==> src/rtl/pipe_alu.sv <==
// Multi-cycle ALU with a valid/ready handshake: single-cycle logic/arith/shift
// ops plus iterative shift-add multiply and restoring divide.
module pipe_alu #(
    parameter int unsigned WIDTH = 64
) (
    input  logic             clk,
    input  logic             rst_n,
    input  logic [WIDTH-1:0] a,
    input  logic [WIDTH-1:0] b,
    input  logic [3:0]       mode,
    input  logic             in_valid,
    output logic             in_ready,
    output logic [WIDTH-1:0] s,
    output logic [WIDTH-1:0] s2,
    output logic [15:0]      psw,
    output logic             out_valid,
    input  logic             out_ready
);

    localparam int unsigned LW = $clog2(WIDTH);
    localparam int unsigned CW = $clog2(WIDTH + 1);
    localparam logic [CW-1:0] LAST = CW'(WIDTH - 1);

    localparam logic [3:0] OP_ADD = 4'd0;
    localparam logic [3:0] OP_SUB = 4'd1;
    localparam logic [3:0] OP_AND = 4'd2;
    localparam logic [3:0] OP_OR  = 4'd3;
    localparam logic [3:0] OP_XOR = 4'd4;
    localparam logic [3:0] OP_NOT = 4'd5;
    localparam logic [3:0] OP_SHL = 4'd6;
    localparam logic [3:0] OP_SHR = 4'd7;
    localparam logic [3:0] OP_MUL = 4'd8;
    localparam logic [3:0] OP_DIV = 4'd9;

    typedef enum logic [1:0] {IDLE, MUL, DIV, DONE} state_t;

    state_t           state, state_nxt;
    logic [CW-1:0]    cnt, cnt_nxt;
    logic [WIDTH-1:0] hi, hi_nxt;
    logic [WIDTH-1:0] lo, lo_nxt;
    logic [WIDTH-1:0] bq, bq_nxt;
    logic [WIDTH-1:0] s_nxt, s2_nxt;
    logic [15:0]      psw_nxt;
    logic             ov_nxt, ir_nxt;

    logic [WIDTH:0]   add_w, sub_w, shl_w, shr_w;
    logic [WIDTH-1:0] op_s, op_s2;
    logic [15:0]      op_psw;
    logic             op_cf, op_of, op_dz, op_il, op_zf, op_sf;

    logic [WIDTH:0]   mul_sum;
    logic [WIDTH-1:0] mul_hi, mul_lo;
    logic [WIDTH:0]   div_sh, div_trial;
    logic [WIDTH-1:0] div_hi, div_lo;

    // Single-cycle result and flags, computed straight from the accepted inputs
    always_comb begin
        op_s   = '0;
        op_s2  = '0;
        op_cf  = 1'b0;
        op_of  = 1'b0;
        op_dz  = 1'b0;
        op_il  = 1'b0;
        add_w  = {1'b0, a} + {1'b0, b};
        sub_w  = {1'b0, a} - {1'b0, b};
        shl_w  = {1'b0, a} << b[LW-1:0];
        shr_w  = {a, 1'b0} >> b[LW-1:0];
        case (mode)
            OP_ADD: begin
                op_s  = add_w[WIDTH-1:0];
                op_cf = add_w[WIDTH];
                op_of = (a[WIDTH-1] == b[WIDTH-1]) && (add_w[WIDTH-1] != a[WIDTH-1]);
            end
            OP_SUB: begin
                op_s  = sub_w[WIDTH-1:0];
                op_cf = sub_w[WIDTH];
                op_of = (a[WIDTH-1] != b[WIDTH-1]) && (sub_w[WIDTH-1] != a[WIDTH-1]);
            end
            OP_AND: op_s = a & b;
            OP_OR:  op_s = a | b;
            OP_XOR: op_s = a ^ b;
            OP_NOT: op_s = ~a;
            OP_SHL: begin
                op_s  = shl_w[WIDTH-1:0];
                op_cf = shl_w[WIDTH];
            end
            OP_SHR: begin
                op_s  = shr_w[WIDTH:1];
                op_cf = shr_w[0];
            end
            OP_MUL: ;
            OP_DIV: begin
                // only reaches the output path when the divisor is zero
                op_s  = '1;
                op_s2 = a;
                op_dz = 1'b1;
            end
            default: op_il = 1'b1;
        endcase
        op_zf  = (op_s == '0) && !op_dz && !op_il;
        op_sf  = op_s[WIDTH-1];
        op_psw = {10'b0, op_il, op_dz, op_of, op_sf, op_zf, op_cf};
    end

    // One shift-add multiply step and one restoring divide step on {hi, lo}
    always_comb begin
        mul_sum   = {1'b0, hi} + (lo[0] ? {1'b0, bq} : '0);
        mul_hi    = mul_sum[WIDTH:1];
        mul_lo    = {mul_sum[0], lo[WIDTH-1:1]};
        div_sh    = {hi, lo[WIDTH-1]};
        div_trial = div_sh - {1'b0, bq};
        if (!div_trial[WIDTH]) begin
            div_hi = div_trial[WIDTH-1:0];
            div_lo = {lo[WIDTH-2:0], 1'b1};
        end else begin
            div_hi = div_sh[WIDTH-1:0];
            div_lo = {lo[WIDTH-2:0], 1'b0};
        end
    end

    // Next-state and registered-output logic
    always_comb begin
        state_nxt = state;
        cnt_nxt   = cnt;
        hi_nxt    = hi;
        lo_nxt    = lo;
        bq_nxt    = bq;
        s_nxt     = s;
        s2_nxt    = s2;
        psw_nxt   = psw;
        ov_nxt    = out_valid;
        case (state)
            IDLE: begin
                if (in_valid) begin
                    cnt_nxt = '0;
                    hi_nxt  = '0;
                    lo_nxt  = a;
                    bq_nxt  = b;
                    if (mode == OP_MUL) begin
                        state_nxt = MUL;
                    end else if ((mode == OP_DIV) && (b != '0)) begin
                        state_nxt = DIV;
                    end else begin
                        state_nxt = DONE;
                        s_nxt     = op_s;
                        s2_nxt    = op_s2;
                        psw_nxt   = op_psw;
                        ov_nxt    = 1'b1;
                    end
                end
            end
            MUL: begin
                hi_nxt  = mul_hi;
                lo_nxt  = mul_lo;
                cnt_nxt = cnt + CW'(1);
                if (cnt == LAST) begin
                    state_nxt = DONE;
                    s_nxt     = mul_lo;
                    s2_nxt    = mul_hi;
                    psw_nxt   = {10'b0, 1'b0, 1'b0, |mul_hi, mul_lo[WIDTH-1],
                                 ~|{mul_hi, mul_lo}, |mul_hi};
                    ov_nxt    = 1'b1;
                end
            end
            DIV: begin
                hi_nxt  = div_hi;
                lo_nxt  = div_lo;
                cnt_nxt = cnt + CW'(1);
                if (cnt == LAST) begin
                    state_nxt = DONE;
                    s_nxt     = div_lo;
                    s2_nxt    = div_hi;
                    psw_nxt   = {10'b0, 1'b0, 1'b0, 1'b0, div_lo[WIDTH-1],
                                 ~|div_lo, 1'b0};
                    ov_nxt    = 1'b1;
                end
            end
            DONE: begin
                if (out_ready) begin
                    state_nxt = IDLE;
                    ov_nxt    = 1'b0;
                end
            end
            default: state_nxt = IDLE;
        endcase
        ir_nxt = (state_nxt == IDLE);
    end

    // State, datapath and output registers
    always_ff @(posedge clk or negedge rst_n) begin
        if (!rst_n) begin
            state     <= IDLE;
            cnt       <= '0;
            hi        <= '0;
            lo        <= '0;
            bq        <= '0;
            s         <= '0;
            s2        <= '0;
            psw       <= '0;
            out_valid <= 1'b0;
            in_ready  <= 1'b1;
        end else begin
            state     <= state_nxt;
            cnt       <= cnt_nxt;
            hi        <= hi_nxt;
            lo        <= lo_nxt;
            bq        <= bq_nxt;
            s         <= s_nxt;
            s2        <= s2_nxt;
            psw       <= psw_nxt;
            out_valid <= ov_nxt;
            in_ready  <= ir_nxt;
        end
    end

endmodule

==> config.mk <==
export PLATFORM = sky130hd
export DESIGN_NAME = pipe_alu
export DESIGN_NICKNAME = d
export VERILOG_FILES = /design/src/rtl/pipe_alu.sv
export SDC_FILE = /design/constraint.sdc
export NUM_CORES = 2
export LEC_CHECK = 0
export ABC_AREA = 1
export BUFFER_PORTS_ARGS = -buffer_cell sky130_fd_sc_hd__clkbuf_2
export CAP_MARGIN = 30
export CORE_UTILIZATION = 31
export DETAILED_ROUTE_END_ITERATION = 10
export RECOVER_POWER = 50
export SETUP_SLACK_MARGIN = 0.4
export SYNTH_ARGS = -nofsm -noshare
export SYNTH_HDL_FRONTEND = slang
export SYNTH_SLANG_ARGS = --single-unit
==> constraint.sdc <==
create_clock -name clk -period 4.3 [get_ports clk]
set_input_delay 0.215 -clock clk [delete_from_list [all_inputs] [get_ports clk]]
set_output_delay 0.215 -clock clk [all_outputs]
set_load 0.01 [all_outputs]
# ---- Word-level counts from Yosys, hierarchy flattened
# Cells that the tools add are included.
dict set report classes {
  add_sub_neg 5
  reduce_logical 25
  muxes 45
  eq_ne 24
  n_shift 2
  bitwise 4
}
# op count
set ops {}
lappend ops {{two-way mux 64 bit} 15}
lappend ops {{case mux 64 bit (3 select lines)} 4}
lappend ops {{case mux 64 bit (9 select lines)} 1}
lappend ops {{adder 64 x 64 -> 65 bit} 2}
lappend ops {{OR reduction 128 bit} 1}
lappend ops {{OR reduction 64 bit} 2}
lappend ops {{two-way mux 16 bit} 5}
lappend ops {{left shift 64 x 6 -> 65 bit} 1}
lappend ops {{>> shifter 65 x 6 -> 65 bit} 1}
lappend ops {{subtractor 64 x 64 -> 65 bit} 1}
lappend ops {{subtractor 65 x 64 -> 65 bit} 1}
lappend ops {{bitwise AND 64 bit} 1}
lappend ops {{zero test 64 bit} 1}
lappend ops {{inverter 64 bit} 1}
lappend ops {{OR 64 bit} 1}
lappend ops {{nonzero test 64 bit} 1}
lappend ops {{bitwise XOR 64 bit} 1}
lappend ops {{case mux 16 bit (3 select lines)} 1}
lappend ops {{equality test 4 x 3 -> 1 bit (second input constant)} 4}
lappend ops {{case mux 7 bit (2 select lines)} 1}
lappend ops {{inequality test 2 bit (second input constant)} 6}
lappend ops {{OR reduction 10 bit} 1}
lappend ops {{two-way mux 1 bit} 9}
lappend ops {{equality test 4 x 2 -> 1 bit (second input constant)} 2}
lappend ops {{other kinds (25)} 41}
dict set report totals {
  output_inout_bits 146
  register_bits 347
}

# ---- Depth between registers and ports, before layout
dict set report logic_depth {
  ltp_word 9
  depth_mapped 29
}

# ---- Worst setup path after synthesis
# Ideal clock, no wire load.
dict set report synth_timing {
  path_type {register -> register}
  from {register lo[0]}
  to {register psw[3]}
  path_slack_ps 1159
  setup_time_ps 125
  synth_period_minus_slack_ps 3141
  t_required_ps 4175
  arrival_ps 3017
  stages_incl_launch_ff 24
  path_cell_list {dfrtp_1 clkbuf_1 clkbuf_1 nand2_1 inv_1 ha_1 fa_1 nand2_1 o21ai_2 nand2_1 nand2_1 nand2_1 nand2_1 nand2_1 nand2_1 nand2_1 nand2_1 nand2_1 nor2_1 nand2_1 nor3_1 nand3_1 a21oi_1 a21oi_1}
}
dict set report synth_between {
  elab_chain_cells 5
}
# item line_no
set synth_rtl {}
lappend synth_rtl {{start, declared} 40} ;# logic [WIDTH-1:0] lo, lo_nxt;
lappend synth_rtl {{start signal, assigned} 206} ;# lo <= lo_nxt;
lappend synth_rtl {{two-way mux 64 bit} 107} ;# mul_sum = {1'b0, hi} + (lo[0] ? {1'b0, bq} : '0);
lappend synth_rtl {{adder 64 x 64 -> 65 bit} 107}
lappend synth_rtl {{OR reduction 64 bit} 160} ;# psw_nxt = {10'b0, 1'b0, 1'b0, |mul_hi, mul_lo[WIDTH-1],
lappend synth_rtl {{two-way mux 16 bit} 156} ;# if (cnt == LAST) begin
lappend synth_rtl {{case mux 16 bit (3 select lines)} 132} ;# case (state)
lappend synth_rtl {{end signal, assigned} 210} ;# psw <= psw_nxt;
lappend synth_rtl {{end, declared} 15} ;# output logic [15:0] psw,
# Every way passes these cells. The select of a mux whose other input is x is not followed.
# A chain may end at the register's enable or synchronous reset.

# ---- Final worst setup path
dict set report layout_timing {
  from {input a[11]}
  to {register psw[1]}
}
dict set report layout_between {
  elab_chain_cells 9
  elab_cells_between_ends 16
  cone_classes {2 x add/sub; 2 x shift; 5 x mux; 4 x bitwise; 3 x reduce/logical}
}
# item line_no
set layout_rtl {}
lappend layout_rtl {{start, declared} 8} ;# input logic [WIDTH-1:0] a,
lappend layout_rtl {{subtractor 64 x 64 -> 65 bit (tied with other cells)} 65} ;# sub_w = {1'b0, a} - {1'b0, b};
lappend layout_rtl {{case mux 64 bit (9 select lines) (*)} 68} ;# case (mode)
lappend layout_rtl {{zero test 64 bit (*)} 100} ;# op_zf = (op_s == '0) && !op_dz && !op_il;
lappend layout_rtl {{logical AND 1 bit (*) (2 in a row)} 100}
lappend layout_rtl {{two-way mux 16 bit (*)} 141} ;# end else if ((mode == OP_DIV) && (b != '0)) begin
lappend layout_rtl {{two-way mux 16 bit (*)} 139} ;# if (mode == OP_MUL) begin
lappend layout_rtl {{two-way mux 16 bit (*)} 134} ;# if (in_valid) begin
lappend layout_rtl {{case mux 16 bit (3 select lines) (*)} 132}
# Every way passes the cells marked *; elsewhere a longest branch is shown, timed or not. The select of a mux whose other input is x is not followed.

==> flow_metrics.env <==
export IMPL_multi_input_gate_area_in_the_final_layout_mm2=0.0348
export IMPL_fin_crit_sh_pct=92.6
export IMPL_clk_path_buf_depth=3
export IMPL_totalWireLength_mm=354
export IMPL_tightest_slew_ps=3630
export IMPL_post_synth_cell_area_avg_um2=5.52
export IMPL_grt_start_max_net_pins=148
export IMPL_routed_via_density=5.75
export IMPL_final_max_slew_viol_count=63
export IMPL_timing_final_crit_period_ps=3980
export IMPL_clkLatencyLatePin_ps=610
export IMPL_switching_power_mw=20.7
export IMPL_placeable_core_region_mm2=0.157
export IMPL_result_of_the_run="finished, violations left"
export IMPL_worst_ep_required_time_ps=4820
export IMPL_drtIter0Drc=9400
export IMPL_syn_instance_count=8905
export IMPL_power_leakage_nw=30.8
export IMPL_gpl_final_weighted_congestion=1.16
export IMPL_hold_violations=0
export IMPL_fp_dieW_um=400
export IMPL_setup_viol=0
export IMPL_areaGrowthSynthToFinish_pct=20.7
export IMPL_cellPowerDensity_mw_per_mm2=592
export IMPL_clock_fmax_mhz=251
export IMPL_synth_ff_latch_count=336
export IMPL_yosysUniqueCellTypes=66
export IMPL_initial_antenna_violation_count=22
export IMPL_place_port_buffers=271
export IMPL_die_area_mm2=0.160
export IMPL_crit_path_max_fanout=9
export IMPL_ctsRootBufferMaster="sky130_fd_sc_hd__clkbuf_16"
export IMPL_vias_in_the_first_global_route=63057
export IMPL_tritoncts="done"
export IMPL_startpoint_type="primary input"
export IMPL_start_util_pct=31.3
export IMPL_die_height_um=400
export IMPL_cp_cell_sequence="clkbuf_2 > inv_1 > ha_1 > nand2_1 > nor2_1 > inv_1 > nor2_1 > nand4_1 > nand2_2 > nand2_1 > nand2_1 > nand2_1 > nand3_1 > nand3_1 > nor2_1 > nand2_1 > nor2_1 > nand2_1 > nor2_1 > nand3_1 > nand2_1 > nand2_1 > nand2_1"
export IMPL_nets=10050
export IMPL_synth_seq_area_share_pct=17.1
export IMPL_timing_critical_path_arrival_ps=4500
export IMPL_cts_sinks=336
export IMPL_worst_setup_path_type="in -> reg"
export IMPL_post_route_cells_drive_above_1_share_pct=11.9
export IMPL_yosysWarnings=0
export IMPL_finalPower_mw=35.1
export IMPL_clock_skew_final_ps=30.6
export IMPL_clock_power_share_pct=10.0
export IMPL_accumulated_negative_setup_slack_ps=0
export IMPL_cellInternalPower_mw=14.4
export IMPL_drcViolationCount=0
export IMPL_synth_area_mm2=0.0491
export IMPL_i_o_pins=282
export IMPL_grt_usage_pct=42.5
export IMPL_share_seq_of_total_power_pct=17.2
export IMPL_yosys_most_used_dff="sky130_fd_sc_hd__dfrtp_1"
export IMPL_combPwrFrac_pct=72.8
export IMPL_grt_first_pass_wirelength_mm=477
export IMPL_grt_overflow=0
export IMPL_via_count=67121
export IMPL_post_route_util_pct=37.8
export IMPL_violations="capacitance limit, slew limit"
export IMPL_wire_per_inst_um=30.3
export IMPL_nFillCells=18042
export IMPL_crit_top_cell="sky130_fd_sc_hd__nand2_1"
export IMPL_ir_worst_vdd_v=0.00114
export IMPL_drt_pass1_iter_count=7
export IMPL_unrepaired_setup_endpoints_after_global_routing="true"
export IMPL_clk_pin_slew_worst_paths_ps=60
export IMPL_antenna_left=0
export IMPL_final_seq_area_mm2=0.00841
export IMPL_floorplan_rows=145
export IMPL_swShare_pct=59.0
export IMPL_drv_cap=1
export IMPL_numCtsBuffers=38
export IMPL_relSlewSlack_pct=-142
export IMPL_timing_critical_path_slowest_stage_cell="sky130_fd_sc_hd__ha_1"
export IMPL_synth_edff_count=0
export IMPL_min_delay_path_class="in -> reg"
export IMPL_cp_end_kind="register"
export IMPL_post_dp_hpwl_mm=300
export IMPL_max_stage_delay_ps=480
export IMPL_clock_tree_htree_level_count=2
export IMPL_async_flop_share_pct=100
Yosys cell counts, types with 5 or more instances:
cell	number	area, µm²
sky130_fd_sc_hd__nand3b_1	15	113
sky130_fd_sc_hd__o21bai_1	40	300
sky130_fd_sc_hd__o21ai_0	608	3040
sky130_fd_sc_hd__buf_2	105	526
sky130_fd_sc_hd__clkinv_1	5	18.8
sky130_fd_sc_hd__xnor2_1	51	447
sky130_fd_sc_hd__o21ai_1	23	115
sky130_fd_sc_hd__nand3_1	1138	5700
sky130_fd_sc_hd__or2_2	37	231
sky130_fd_sc_hd__buf_4	27	203
sky130_fd_sc_hd__and2_1	5	31.3
sky130_fd_sc_hd__nor3_1	108	541
sky130_fd_sc_hd__a21o_1	9	67.6
sky130_fd_sc_hd__inv_1	1248	4680
sky130_fd_sc_hd__a21boi_0	9	67.6
sky130_fd_sc_hd__a2111oi_0	5	43.8
sky130_fd_sc_hd__buf_6	7	78.8
sky130_fd_sc_hd__nand4_1	114	713
sky130_fd_sc_hd__xor2_1	32	280
sky130_fd_sc_hd__buf_1	53	199
sky130_fd_sc_hd__o221ai_1	7	61.3
sky130_fd_sc_hd__a211oi_1	10	75.1
sky130_fd_sc_hd__o22ai_1	187	1170
sky130_fd_sc_hd__o211ai_1	29	218
sky130_fd_sc_hd__dfrtp_1	335	8380
sky130_fd_sc_hd__o31ai_1	7	52.6
sky130_fd_sc_hd__nand2_1	2532	9500
sky130_fd_sc_hd__a21oi_1	464	2320
sky130_fd_sc_hd__inv_2	6	22.5
sky130_fd_sc_hd__o21a_1	30	225
sky130_fd_sc_hd__a31oi_1	49	307
sky130_fd_sc_hd__clkbuf_1	182	683
sky130_fd_sc_hd__nor4_1	37	231
sky130_fd_sc_hd__nor2_1	997	3740
sky130_fd_sc_hd__clkbuf_2	7	35.0
sky130_fd_sc_hd__ha_1	327	4090
registers in the layout, indices dropped and copies added, names as in the netlist:
| signal | count |
|---|---|
| s | 63 |
| bq | 64 |
| lo | 64 |
| psw | 6 |
| hi | 64 |
| cnt | 7 |
| s2 | 64 |
| state | 2 |
| out_valid | 1 |
| in_ready | 1 |
through the flow:
stage	instances	cell area, µm²	worst slack [ps]	hold slack, ps
2_1_floorplan	8914	49100	1160	-80.6
3_3_place_gp	11574	57400	-250	226
3_5_place_dp	11575	57400	-148	227
4_1_cts	11651	58900	403	3.81
5_1_grt	11669	59300	149	42.5
6_report	11678	59300	319	25.1
cell usage in the layout (no fill, tap or decap), types with 105 or more instances in the layout:
cell                       Yosys  routed
sky130_fd_sc_hd__nand3_1    1138    1123
sky130_fd_sc_hd__clkbuf_1    182     115
sky130_fd_sc_hd__o21ai_0     608     592
sky130_fd_sc_hd__a21oi_1     464     458
sky130_fd_sc_hd__nor3_1      108     105
sky130_fd_sc_hd__nand4_1     114     114
sky130_fd_sc_hd__inv_1      1248    1243
sky130_fd_sc_hd__ha_1        327     320
sky130_fd_sc_hd__nor2_1      997     957
sky130_fd_sc_hd__buf_4        27     679
sky130_fd_sc_hd__nand2_1    2532    2506
sky130_fd_sc_hd__clkbuf_2      7     160
sky130_fd_sc_hd__dfrtp_1     335     334
sky130_fd_sc_hd__o22ai_1     187     186
per-layer routing:
| metal | vias up | GRT usage [%] | part of all wire [%] |
|---|---|---|---|
| met5 | - | 0 | 0.0096 |
| met4 | 6 | 30.4 | 8.8 |
| met3 | 936 | 8.00 | 9.5 |
| met2 | 4172 | 65.0 | 42 |
| met1 | 31687 | 53.3 | 39 |
| li1 | 30320 | - | - |
repair_timing:
| action | 4_1_cts | 5_1_grt |
|---|---|---|
| pin swaps | 3 | 5 |
| setup buffers | 3 | 11 |
| resized for setup | 49 | 84 |
| endpoints found under the hold margin | 68 | 0 |
| hold buffers | 5 | 0 |
| endpoints found under the setup margin | 20 | 77 |
| gates cloned | 0 | 5 |
power by group through the flow:
stage / logic (mW) / clock network [mW] / registers (mW)
6_report: 25.5 / 3.51 / 6.03
5_1_grt: 27.2 / 3.66 / 6.12
4_1_cts: 23.8 / 3.56 / 5.95
3_5_place_dp: 23.7 / 0 / 5.99
3_3_place_gp: 23.7 / 0 / 6.01
2_1_floorplan: 13.6 / 0 / 5.52
worst max-delay path, delay by kind of cell:
| family | cells | cell delay, ps |
|---|---|---|
| simple gates | 19 | 3360 |
| fa+ha+maj | 1 | 480 |
| buf+inv | 3 | 430 |
worst paths after layout:
check	from	depth (start not counted)	slack (ps)	end
setup / recovery	a[11]	23	320	psw[1]
hold / removal	b[8]	3	30	bq[8]
setup reg to reg	state[0]	7	360	s[43]
hold reg to reg	cnt[6]	1	470	cnt[6]
max in group asynchronous	rst_n	2	700	lo[39]
min in group asynchronous	rst_n	2	1500	hi[15]
cell type report:
class | instances | area share (%)
tap | 2058 | 4.34
antenna | 9 | 0.0380
clock buffer | 55 | 1.85
multi-input combinational | 6937 | 58.6
inverter | 1260 | 8.00
sequential | 336 | 14.2
clock inverter | 13 | 0.300
timing repair buffer | 1010 | 12.7
cell families (layout without fill, tap and decap cells):
group / count (synthesis) / in the layout / synth area share, %
and+or+nand+nor: 5010 / 5010 / 42.8
adders and majority gates: 331 / 331 / 8.49
AOI/OAI and AO/OA: 1499 / 1499 / 16.9
xor gates and xnor gates: 85 / 85 / 1.57
buffers and inverters: 1641 / 2338 / 13.1
muxes: 2 / 2 / 0.0408
other: 1 / 19 / 0.00764
DFF: 336 / 336 / 17.1
Power figures use the tool's default switching activity.
